<file path="config.mk">
export PLATFORM = sky130hd
export DESIGN_NAME = mem_port_arbiter
export DESIGN_NICKNAME = d
export VERILOG_FILES = /design/src/rtl/mem_port_arbiter.sv
export SDC_FILE = /design/constraint.sdc
export NUM_CORES = 1
export LEC_CHECK = 0
export ABC_AREA = 1
export CELL_PAD_IN_SITES_DETAIL_PLACEMENT = 0
export CELL_PAD_IN_SITES_GLOBAL_PLACEMENT = 1
export CORE_MARGIN = 2
export CORE_UTILIZATION = 39
export CTS_CLUSTER_DIAMETER = 40
export DETAILED_ROUTE_END_ITERATION = 10
export DONT_BUFFER_PORTS = 1
export GPL_TIMING_DRIVEN = 0
export HOLD_SLACK_MARGIN = 0.03
export PLACE_DENSITY = 0.72
export SLEW_MARGIN = 30
export SYNTH_ARGS = -nofsm -noshare
export SYNTH_HDL_FRONTEND = slang
export SYNTH_SLANG_ARGS = --single-unit
</file>
<file path="constraint.sdc">
create_clock -name clk -period 1.5 [get_ports clk]
set_input_delay 0.375 -clock clk [delete_from_list [all_inputs] [get_ports clk]]
set_output_delay 0.375 -clock clk [all_outputs]
set_load 0.02 [all_outputs]
</file>
<file path="src/rtl/mem_port_arbiter.sv">
// rtl/mem_port_arbiter.sv - round-robin arbiter sharing one memory port between fetch (F) and data (D) requesters
//
// Purpose: grants one of two req/grant/resp requesters per transaction, drives
// the main-memory read/write port for READ_LATENCY cycles, and returns read data
// with a one-cycle resp_valid pulse.
//
// Ports:
//   clk, rst                  clock (rising edge), synchronous active-high reset
//   f_req/f_addr              fetch request and address
//   f_grant/f_resp_valid      fetch accept pulse, fetch response pulse
//   f_rdata                   fetch read data (held until next F read response)
//   d_req/d_we/d_addr/d_wdata data request, write flag, address, write data
//   d_grant/d_resp_valid      data accept pulse, data response pulse
//   d_rdata                   data read data (held until next D read response)
//   mem_*                     main-memory read/write port
//   busy                      high whenever the arbiter is not idle
module mem_port_arbiter #(
  parameter int WIDTH        = 32,
  parameter int READ_LATENCY = 1
) (
  input  logic             clk,
  input  logic             rst,
  input  logic             f_req,
  input  logic [WIDTH-1:0] f_addr,
  output logic             f_grant,
  output logic             f_resp_valid,
  output logic [WIDTH-1:0] f_rdata,
  input  logic             d_req,
  input  logic             d_we,
  input  logic [WIDTH-1:0] d_addr,
  input  logic [WIDTH-1:0] d_wdata,
  output logic             d_grant,
  output logic             d_resp_valid,
  output logic [WIDTH-1:0] d_rdata,
  output logic [WIDTH-1:0] mem_read_address,
  input  logic [WIDTH-1:0] mem_read_data,
  output logic [WIDTH-1:0] mem_write_address,
  output logic [WIDTH-1:0] mem_write_data,
  output logic             mem_write_enable,
  output logic             busy
);

  typedef enum logic [1:0] {
    S_IDLE   = 2'd0,
    S_ACCESS = 2'd1,
    S_RESP   = 2'd2
  } state_t;

  localparam logic [3:0] LAT_M1 = 4'(READ_LATENCY - 1);

  state_t           r_state;
  logic             r_last_d;   // 1 = D owned the port last; F wins the next tie
  logic             r_owner_d;  // owner of the access in flight
  logic [3:0]       r_count;
  logic [WIDTH-1:0] r_addr;
  logic [WIDTH-1:0] r_wdata;
  logic             r_we;
  logic             r_mem_we;
  logic             r_f_resp;
  logic             r_d_resp;
  logic [WIDTH-1:0] r_f_rdata;
  logic [WIDTH-1:0] r_d_rdata;

  logic w_idle;
  logic w_f_win;
  logic w_d_win;

  // Grants are combinational so a request is accepted in the cycle it is seen.
  // Suppressed during reset so an aborting cycle never hands out a grant.
  assign w_idle  = (r_state == S_IDLE) && !rst;
  assign w_f_win = w_idle && f_req && (!d_req || r_last_d);
  assign w_d_win = w_idle && d_req && (!f_req || !r_last_d);

  always_ff @(posedge clk) begin
    if (rst) begin
      r_state   <= S_IDLE;
      r_last_d  <= 1'b1;
      r_owner_d <= 1'b0;
      r_count   <= '0;
      r_addr    <= '0;
      r_wdata   <= '0;
      r_we      <= 1'b0;
      r_mem_we  <= 1'b0;
      r_f_resp  <= 1'b0;
      r_d_resp  <= 1'b0;
      r_f_rdata <= '0;
      r_d_rdata <= '0;
    end else begin
      r_f_resp <= 1'b0;
      r_d_resp <= 1'b0;
      r_mem_we <= 1'b0;
      case (r_state)
        S_IDLE: begin
          if (w_f_win || w_d_win) begin
            r_owner_d <= w_d_win;
            r_last_d  <= w_d_win;
            r_addr    <= w_d_win ? d_addr : f_addr;
            r_wdata   <= w_d_win ? d_wdata : '0;
            r_we      <= w_d_win && d_we;
            // Write strobe lives only in the first ACCESS cycle.
            r_mem_we  <= w_d_win && d_we;
            r_count   <= LAT_M1;
            r_state   <= S_ACCESS;
          end
        end
        S_ACCESS: begin
          if (r_count == 4'd0) begin
            if (!r_we) begin
              if (r_owner_d) r_d_rdata <= mem_read_data;
              else           r_f_rdata <= mem_read_data;
            end
            if (r_owner_d) r_d_resp <= 1'b1;
            else           r_f_resp <= 1'b1;
            r_state <= S_RESP;
          end else begin
            r_count <= r_count - 4'd1;
          end
        end
        S_RESP:  r_state <= S_IDLE;
        default: r_state <= S_IDLE;
      endcase
    end
  end

  assign f_grant           = w_f_win;
  assign d_grant           = w_d_win;
  assign f_resp_valid      = r_f_resp;
  assign d_resp_valid      = r_d_resp;
  assign f_rdata           = r_f_rdata;
  assign d_rdata           = r_d_rdata;
  // Address/data registers only change on a grant, so they hold outside ACCESS.
  assign mem_read_address  = r_addr;
  assign mem_write_address = r_addr;
  assign mem_write_data    = r_wdata;
  assign mem_write_enable  = r_mem_we;
  assign busy              = (r_state != S_IDLE);

endmodule

</file>
# Word level (Yosys, flattened, before mapping)
# Index checks and enable logic that the tools add are counted.
# Widths: inputs -> output; s select.
# word_totals
regBits,140
wordCells,57
# op_classes
eq_ne,4
n_addsub,1
reduce_logical,24
muxes,10
bitwise_logic,6
# ops
cell,count
$mux 32,2
$mux 4,2
$pmux 4 s2,1
$reduce_and 4->1,2
$logic_and 1x1->1,6
$not 1->1,6
$reduce_or 3->1,2
$logic_not 1->1,4
$logic_not 4->1,1
$mux 2,2
$ne 2x2->1 const B,2
$pmux 2 s2,1
$reduce_and 2->1,2
$reduce_bool 2->1,2
$sub 4x1->4 const B,1
$logic_or 1x1->1,3
$reduce_and 3->1,1
$eq 2x1->1 const B,1
$logic_not 2->1,1
$mux 1,2
$ne 2x1->1 const B,1

# Longest topological paths before layout
# Gate-level depths: netlist (run 1).
# depth
depth_word,7
mapped_depth,10
depth_no_buf,10

# Worst setup path before layout (run 1)
# Ideal clock, no wire load.
# synth_path
path_kind,input to output
start,input rst
end,output d_grant
required_ps,1125
arrival_ps,1160
path_stages,6
path_slack_ps,-35
path_cell_list,buf_2 -> inv_4 -> nand2_4 -> nor2_4 -> buf_6 -> buf_4
# synth_between
elab_chain_len,4
# synth_rtl
item,line_no,rtl
"start, declared",22,"input logic rst,"
$logic_not 1->1,70,assign w_idle = (r_state == S_IDLE) && !rst;
$logic_and 1x1->1,70,
$logic_and 1x1->1 (2 in series),72,assign w_d_win = w_idle && d_req && (!f_req || !r_last_d);
"end, declared",32,"output logic d_grant,"
# No other way between the ends.

# Worst setup path after layout (run 1)
# layout_path
start,register r_state[0]
end,output d_grant
# layout_between
elab_chain_len,4
# layout_rtl
item,line_no,rtl
"start, declared",51,state_t r_state;
"start signal, assigned",76,r_state <= S_IDLE;
"start signal, assigned",103,r_state <= S_ACCESS;
"start signal, assigned",114,r_state <= S_RESP;
$logic_not 2->1,70,
$logic_and 1x1->1,70,
$logic_and 1x1->1 (2 in series),72,
# No other way between the ends.

==> reports/results.tsv, run 1 <==
stage	metric	value	unit
power_and_ir_drop	P_leak	3.597	nW
route	drt pass-1 iters	4	
power_and_ir_drop	VDD IR max	0.7737	mV
route	drt via density	5.358	
hold_path	Hold/Removal Path Class	in2reg	
worst_setup_path	Max FO, Critical Path	5	
die	site row count	45	
clocking	H-tree depth	4	
outcome	status	finished, violations left	
sta	Peak Freq	594.3	MHz
logic_synthesis	Commonest cells post-synth	152 x nand2_1, 140 x dfxtp_1, 77 x nor2_1	
logic_synthesis	Unique masters post-synth	27	
worst_setup_path	kind of critical path	reg2out	
logic_synthesis	synthesized instance count	783	
logic_synthesis	most frequent cell after synthesis	nand2_1	
clocking	# clock sinks	140	
placed_design	dpl cell area	6167	um2
clocking	Reg clk slew, reported paths	0.06	ns
sta	Final Max Slew Viols	0	
power_and_ir_drop	switching power	0.003663	W
power_and_ir_drop	combinational share of power	22.2	%
grt	aggregate global-route resource usage	23.11	%
power_and_ir_drop	Int Pwr	0.007430	W
logic_synthesis	Primary FF master, synth	dfxtp_1	
clocking	root buffer cell	clkbuf_16	
worst_setup_path	WP data arrival	1.31	ns
outcome	failing checks	setup timing	
sta	final hold vios	0	
grt	antenna violations before repair	1	
clocking	Num CTS Buffers	17	
sta	Layout Skew	0.01161	ns
die	Die Y	127.3	um
logic_synthesis	post-synth net total	917	
clocking	clock tree from TritonCTS	done	
logic_synthesis	sequential-to-total area share from yosys stat	47.30	%
layout	Final Cell Area	8867	um2
die	die width	127.3	um
logic_synthesis	synthesis warning total	0	
sta	Setup WS post-layout	-0.1827	ns
sta	Slew @ Worst Pin	0.7463	ns
placed_design	gpl congestion	0.8224	
logic_synthesis	top cells by area, synth	dfxtp_1 47%, nand2_1 9.6%, nor3_1 5.6%, a21oi_1 5.4%, buf_4 5.1%	
logic_synthesis	Post-synth EDFFs	0	
layout	P&R area growth vs syn	49.64	%
worst_setup_path	CP required	1.12	ns
logic_synthesis	Yosys reg bits	140	
logic_synthesis	Async SR Flop Fraction	0	%
route	routed via count	5631	
worst_setup_path	Worst setup SP type	flip-flop	
die	Ports	299	
power_and_ir_drop	sequential share of power	41.5	%
placed_design	placed cells	971	
grt	pin count of the biggest net entering global routing	17	
route	Remaining DRCs	0	
placed_design	IO Port Bufs	0	
grt	vias in the first global route	5507	
layout	fin cells	1051	
clocking	CTS max path bufs	2	
placed_design	Detailed Place HPWL	13680	um
grt	grt total ovfl	0	
power_and_ir_drop	Pwr per Cell Area	1251	nW/um2
layout	fin nets	983	
sta	setup repair after global routing missed its margin	yes	
die	Initial Util	39.42	%
sta	final number of setup-violating endpoints	119	
power_and_ir_drop	Switching Fraction	33.02	%
power_and_ir_drop	clock share of power	36.3	%
sta	minimum clock period	1.683	ns
logic_synthesis	Post-Syn Area	5926	um2
sta	Max-slew headroom	50.25	%
layout	proportion of layout cells with a drive suffix above 1	50.35	%
route	Post-Route WL	20700	um
die	Total Die Area	16200	um2
grt	first-pass GRT wire length	29440	um
clocking	Skew-Pair Late Insertion Delay	0.42	ns
logic_synthesis	top-area cell type share of the netlist area	47.30	%
route	routed len/inst	19.70	um
clocking	CTS Hold Bufs	0	
route	first-iteration detailed-routing DRC count	150	
worst_setup_path	Critical Path End Type	primary output	
logic_synthesis	syn_area_per_cell	7.568	um2
logic_synthesis	Synth area leader	dfxtp_1	
route	Post-DRT Antenna Nets	0	
run	max_cap viols	0	
sta	period utilisation layout	112.2	%
die	Core Area	15030	um2
## area by class of cell
class                   count  area (um2)
clock inverters            13       117.6
repair buffers             49       678.2
inverters                  46       175.2
flip-flops and latches    140        2845
plain buffers              87       755.7
well taps                 188       235.2
fillers                  1306        6166
clock buffers              19       442.9
multi-input cells         508        3615
diodes                      1       2.502
## kinds of logic (layout without fill, tap and decap cells)
logic type | after synthesis | after routing | synth area share [%]
and+or+nand+nor | 342 | 342 | 25.11
AOI/OAI and AO/OA | 165 | 165 | 15.41
DFF | 140 | 140 | 47.30
other | 0 | 1 | 0
adders and majority gates | 1 | 1 | 0.2111
buffers and inverters | 135 | 214 | 11.97
## through the flow
stage | util, % | setup slack (ns) | TNS (ns) | hold slack, ns | total power (W)
final | 58.98 | -0.1827 | -5.826 | 0.06458 | 0.01109
after global routing | 58.98 | -0.2364 | -15.80 | 0.06423 | 0.01154
after CTS | 50.62 | -0.2221 | -7.681 | 0.06118 | 0.01047
after detailed placement | 41.02 | -0.3491 | -31.82 | 0.4639 | 0.006042
after global placement | 41.02 | -0.3332 | -27.71 | 0.4598 | 0.006013
after floorplan | - | -0.004567 | -0.004567 | 0.4256 | 0.005667
## cells in the final DEF (no fill, tap or decap), types with 2 or more instances in the layout
master      netlist  final
buf_8             0     20
inv_6             0      3
nand3_4           0      2
clkbuf_16         0     23
a21oi_1          64     20
nand3_1          36     13
buf_6             4     13
inv_2             1      4
clkbuf_8          0      2
dfxtp_1         140    108
clkbuf_2          0      9
nor2_1           77     76
nand2_1         152     80
buf_1             2      2
dfxtp_2           0     31
nor3_4            0      5
buf_12            0     11
nand2_2           0     21
o21ai_2           0     61
nor2_4            5      8
buf_16            0      3
o21bai_1         32     32
clkinvlp_4        0      5
nor3_1           66     30
clkinv_2          0      3
o21ai_1          10      2
nand2_4           1     52
buf_2            16      2
clkbuf_1         27     17
nor3_2            0     31
buf_4            40     53
inv_1            44     41
o21ai_0          56      3
nand3_2           1     22
a21oi_2           0     44
## repair_timing
item | 4_1_cts | 5_1_grt
setup endpoints to repair | 146 | 149
cloned | 9 | 8
pin swaps | 54 | 101
setup buffers | 24 | 12
gates resized for setup | 172 | 337
endpoints found under the hold margin | 0 | 0
## power by group through the flow
stage | clock, W | combinational (W) | sequential [W]
6_report | 0.00403 | 0.00246 | 0.00460
3_5_place_dp | 0 | 0.00143 | 0.00461
3_3_place_gp | 0 | 0.00140 | 0.00461
5_1_grt | 0.00426 | 0.00265 | 0.00463
2_1_floorplan | 0 | 0.00114 | 0.00452
4_1_cts | 0.00408 | 0.00184 | 0.00455
## state kept, by name (all words and copies together), names as in the netlist
signal / count
d_rdata: 32
d_resp_valid: 1
f_rdata: 32
f_resp_valid: 1
mem_read_address: 32
mem_write_data: 32
mem_write_enable: 1
r_count: 4
r_last_d: 1
r_owner_d: 1
r_state: 2
r_we: 1
## final timing paths
path	start	to	slack [ns]	cells after the start
worst max-delay path	r_state[0]$_SDFFE_PP0P_	d_grant	-0.18	5
worst min-delay path	mem_read_data[12]	f_rdata[12]$_SDFFE_PP0P_	0.06	2
worst max register to register	r_state[0]$_SDFFE_PP0P_	mem_read_address[28]$_SDFFE_PP0P_	-0.09	11
worst min register to register	r_owner_d$_SDFFE_PP0P_	f_resp_valid$_SDFF_PP0_	0.47	1
## worst max-delay path: stages (launching register included)
cell     delay, ns
dfxtp_2       0.33
nor2_4        0.13
nand2_4       0.09
nor2_4        0.11
buf_8         0.12
buf_8         0.12
## layer usage
layer / vias up / share of wire [%] / routed length (um) / track usage (%)
li1: 2681 / - / - / -
met1: 2706 / 36 / 7548 / 24.38
met2: 219 / 53 / 11010 / 41.77
met3: 25 / 8.7 / 1799 / 10.30
met4: 0 / 1.6 / 339 / 6.206
met5: - / 0 / 0 / 0
Note: power is estimated with default switching activity, not from simulation.
==> run 2: changes to the inputs <==
- CORE_ASPECT_RATIO: not set -> 0.75
==> reports/results.tsv, run 2 (synthesis results as in run 1) <==
stage	metric	value	unit	change
worst_setup_path	CP required	1.12	ns	about the same
sta	final hold vios	0		unchanged
placed_design	gpl congestion	0.7959		-3.2%
hold_path	Hold/Removal Path Class	in2reg		
hold_path	Hold Startpoint	mem_read_data[13]		
placed_design	placed cells	983		+1.2%
worst_setup_path	WP data arrival	1.36	ns	+0.05 ns
layout	P&R area growth vs syn	43.62	%	
run	max_cap viols	0		unchanged
route	first-iteration detailed-routing DRC count	257		+71%
worst_setup_path	RR Endpoint	mem_read_address[17]$_SDFFE_PP0P_		
sta	Final Max Slew Viols	0		unchanged
die	Core Area	14640	um2	-2.6%
route	routed len/inst	19.29	um	-2.0%
worst_setup_path	reg2reg start	r_state[1]$_SDFFE_PP0P_		
layout	proportion of layout cells with a drive suffix above 1	40.14	%	-10 points
die	site row count	38		-16%
die	Initial Util	40.46	%	+1.0 points
clocking	root buffer cell	clkbuf_16		
grt	antenna violations before repair	0		-1
layout	most frequent cells in the layout	126 x nand2_1, 112 x dfxtp_1, 75 x nor2_1		
sta	Setup TNS	-6.175	ns	-0.3485 ns
worst_setup_path	CP most frequent cell	nor2_4		
sta	period utilisation layout	115.7	%	+3.5 points
power_and_ir_drop	VDD IR max	0.7028	mV	-9.2%
route	routed via count	5714		+1.5%
clocking	# clock sinks	140		unchanged
route	drt via density	5.330		-0.51%
layout	Post-Route Utilization	58.12	%	-0.87 points
clocking	Reg clk slew, reported paths	0.06	ns	about the same
worst_setup_path	Top delay family on crit path	simple AND/OR/NAND/NOR gates		
route	Post-DRT Antenna Nets	0		unchanged
sta	Setup WS post-layout	-0.2359	ns	-0.05321 ns
die	Total Die Area	16210	um2	about the same
power_and_ir_drop	P_leak	3.392	nW	-5.7%
route	drt pass-1 iters	4		unchanged
route	Remaining DRCs	0		unchanged
sta	minimum clock period	1.736	ns	+0.05321 ns
clocking	H-tree depth	4		unchanged
worst_setup_path	crit-path cells	nor2_4, nand2_4, nor2_4, buf_8, buf_12		
grt	grt total ovfl	0		unchanged
sta	Peak Freq	576.1	MHz	-3.1%
sta	Layout Skew	0.007421	ns	-0.004191 ns
layout	fin nets	993		+1.0%
sta	Slew @ Worst Pin	0.8153	ns	+0.06903 ns
placed_design	IO Port Bufs	0		unchanged
worst_setup_path	worst-case reg-to-reg path depth	11		unchanged
layout	most common cell after layout, fill and taps aside	nand2_1		
clocking	Skew-Pair Late Insertion Delay	0.42	ns	about the same
die	die width	146.3	um	+15%
hold_path	Min-Delay Path Depth	2		unchanged
grt	first-pass GRT wire length	30570	um	+3.8%
clocking	Num CTS Buffers	17		unchanged
sta	final number of setup-violating endpoints	108		-9.2%
power_and_ir_drop	Pwr per Cell Area	1330	nW/um2	+6.3%
sta	setup repair after global routing missed its margin	yes		
outcome	status	finished, violations left		
sta	Max-slew headroom	45.64	%	-4.6 points
layout	fin cells	1072		+2.0%
die	Ports	299		unchanged
placed_design	Detailed Place HPWL	13610	um	-0.51%
clocking	CTS max path bufs	2		unchanged
clocking	clock tree from TritonCTS	done		
worst_setup_path	Critical path buffers and inverters	2		unchanged
sta	Hold WS	0.07035	ns	+0.005767 ns
route	Post-Route WL	20680	um	about the same
worst_setup_path	Max FO, Critical Path	5		unchanged
grt	vias in the first global route	5531		+0.44%
grt	pin count of the biggest net entering global routing	17		unchanged
die	Die Y	110.8	um	-13%
outcome	failing checks	setup timing		
layout	Antenna diodes	0		-1
worst_setup_path	kind of critical path	reg2out		
worst_setup_path	Slowest cell on crit path	dfxtp_4		
worst_setup_path	Worst setup SP type	flip-flop		
grt	aggregate global-route resource usage	23.81	%	+0.71 points
worst_setup_path	Largest stage delay, worst path	0.35	ns	+0.02 ns
power_and_ir_drop	Pwr Total	0.01132	W	+2.0%
worst_setup_path	Critical Path End Type	primary output		
hold_path	hold endpoint	d_rdata[13]$_SDFFE_PP0P_		
worst_setup_path	Worst R2R Setup Slack	-0.16	ns	-0.07 ns
-- run 2: worst max path at each step --
stage / from / endpoint / slack, ns / depth (start not counted)
6_report: r_state[1]$_SDFFE_PP0P_ / d_grant / -0.24 / 5
5_1_grt: r_state[1]$_SDFFE_PP0P_ / d_grant / -0.30 / 5
4_1_cts: r_state[0]$_SDFFE_PP0P_ / d_grant / -0.24 / 5
3_5_place_dp: rst / mem_write_data[10]$_SDFFE_PP0P_ / -0.32 / 9
3_3_place_gp: rst / mem_write_data[12]$_SDFFE_PP0P_ / -0.30 / 9
2_1_floorplan: rst / d_grant / -0.005 / 6
-- run 2: worst register-to-register path: stages, from the launching register on --
cell and delay, ns:
dfxtp_4 0.35, nor2_4 0.14, nand2_4 0.10, nor2_4 0.11
buf_8 0.12, buf_4 0.14, buf_12 0.14, buf_12 0.11
buf_16 0.10, nand2_1 0.05, nand3_1 0.09, a21oi_1 0.07
-- run 2: layout make-up --
type                            instances  area (um2)
Multi-Input combinational cell        508        3129
Tap cell                              200       250.2
Buffer                                 89       743.2
Fill cell                            1295        6133
Sequential cell                       140        2840
Inverter                               46       175.2
Clock buffer                           20       456.7
Timing Repair Buffer                   57       754.5
Clock inverter                         12       161.4
-- run 2: stage by stage --
| stage | setup WS (ns) | cell area, um2 |
|---|---|---|
| after floorplan | -0.004567 | 5932 |
| after global placement | -0.3037 | 6182 |
| after detailed placement | -0.3193 | 6182 |
| after CTS | -0.2429 | 7664 |
| after global routing | -0.3039 | 8511 |
| final | -0.2359 | 8511 |
-- run 2: what timing repair did --
| action | 4_1_cts | 5_1_grt |
|---|---|---|
| gates resized for setup | 136 | 238 |
| buffers inserted | 28 | 16 |
| pin swaps | 34 | 72 |
| endpoints found under the setup margin | 143 | 154 |
| hold buffers | 0 | 0 |
| gates cloned | 10 | 5 |
-- run 2: report_power, final --
group / leakage (nW) / internal [W] / switching [W] / total (W)
clock: 0.294 / 0.00272 / 0.00168 / 0.00440
sequential: 1.15 / 0.00402 / 0.000553 / 0.00457
combinational: 1.95 / 0.00103 / 0.00131 / 0.00235
-- run 2: routing by layer --
layer,vias up,global-route usage [%],routed length [um]
met5,-,0,0
met4,0,7.638,412
met3,33,9.012,1710
met2,230,36.76,9628
met1,2762,30.80,8932
li1,2689,-,-
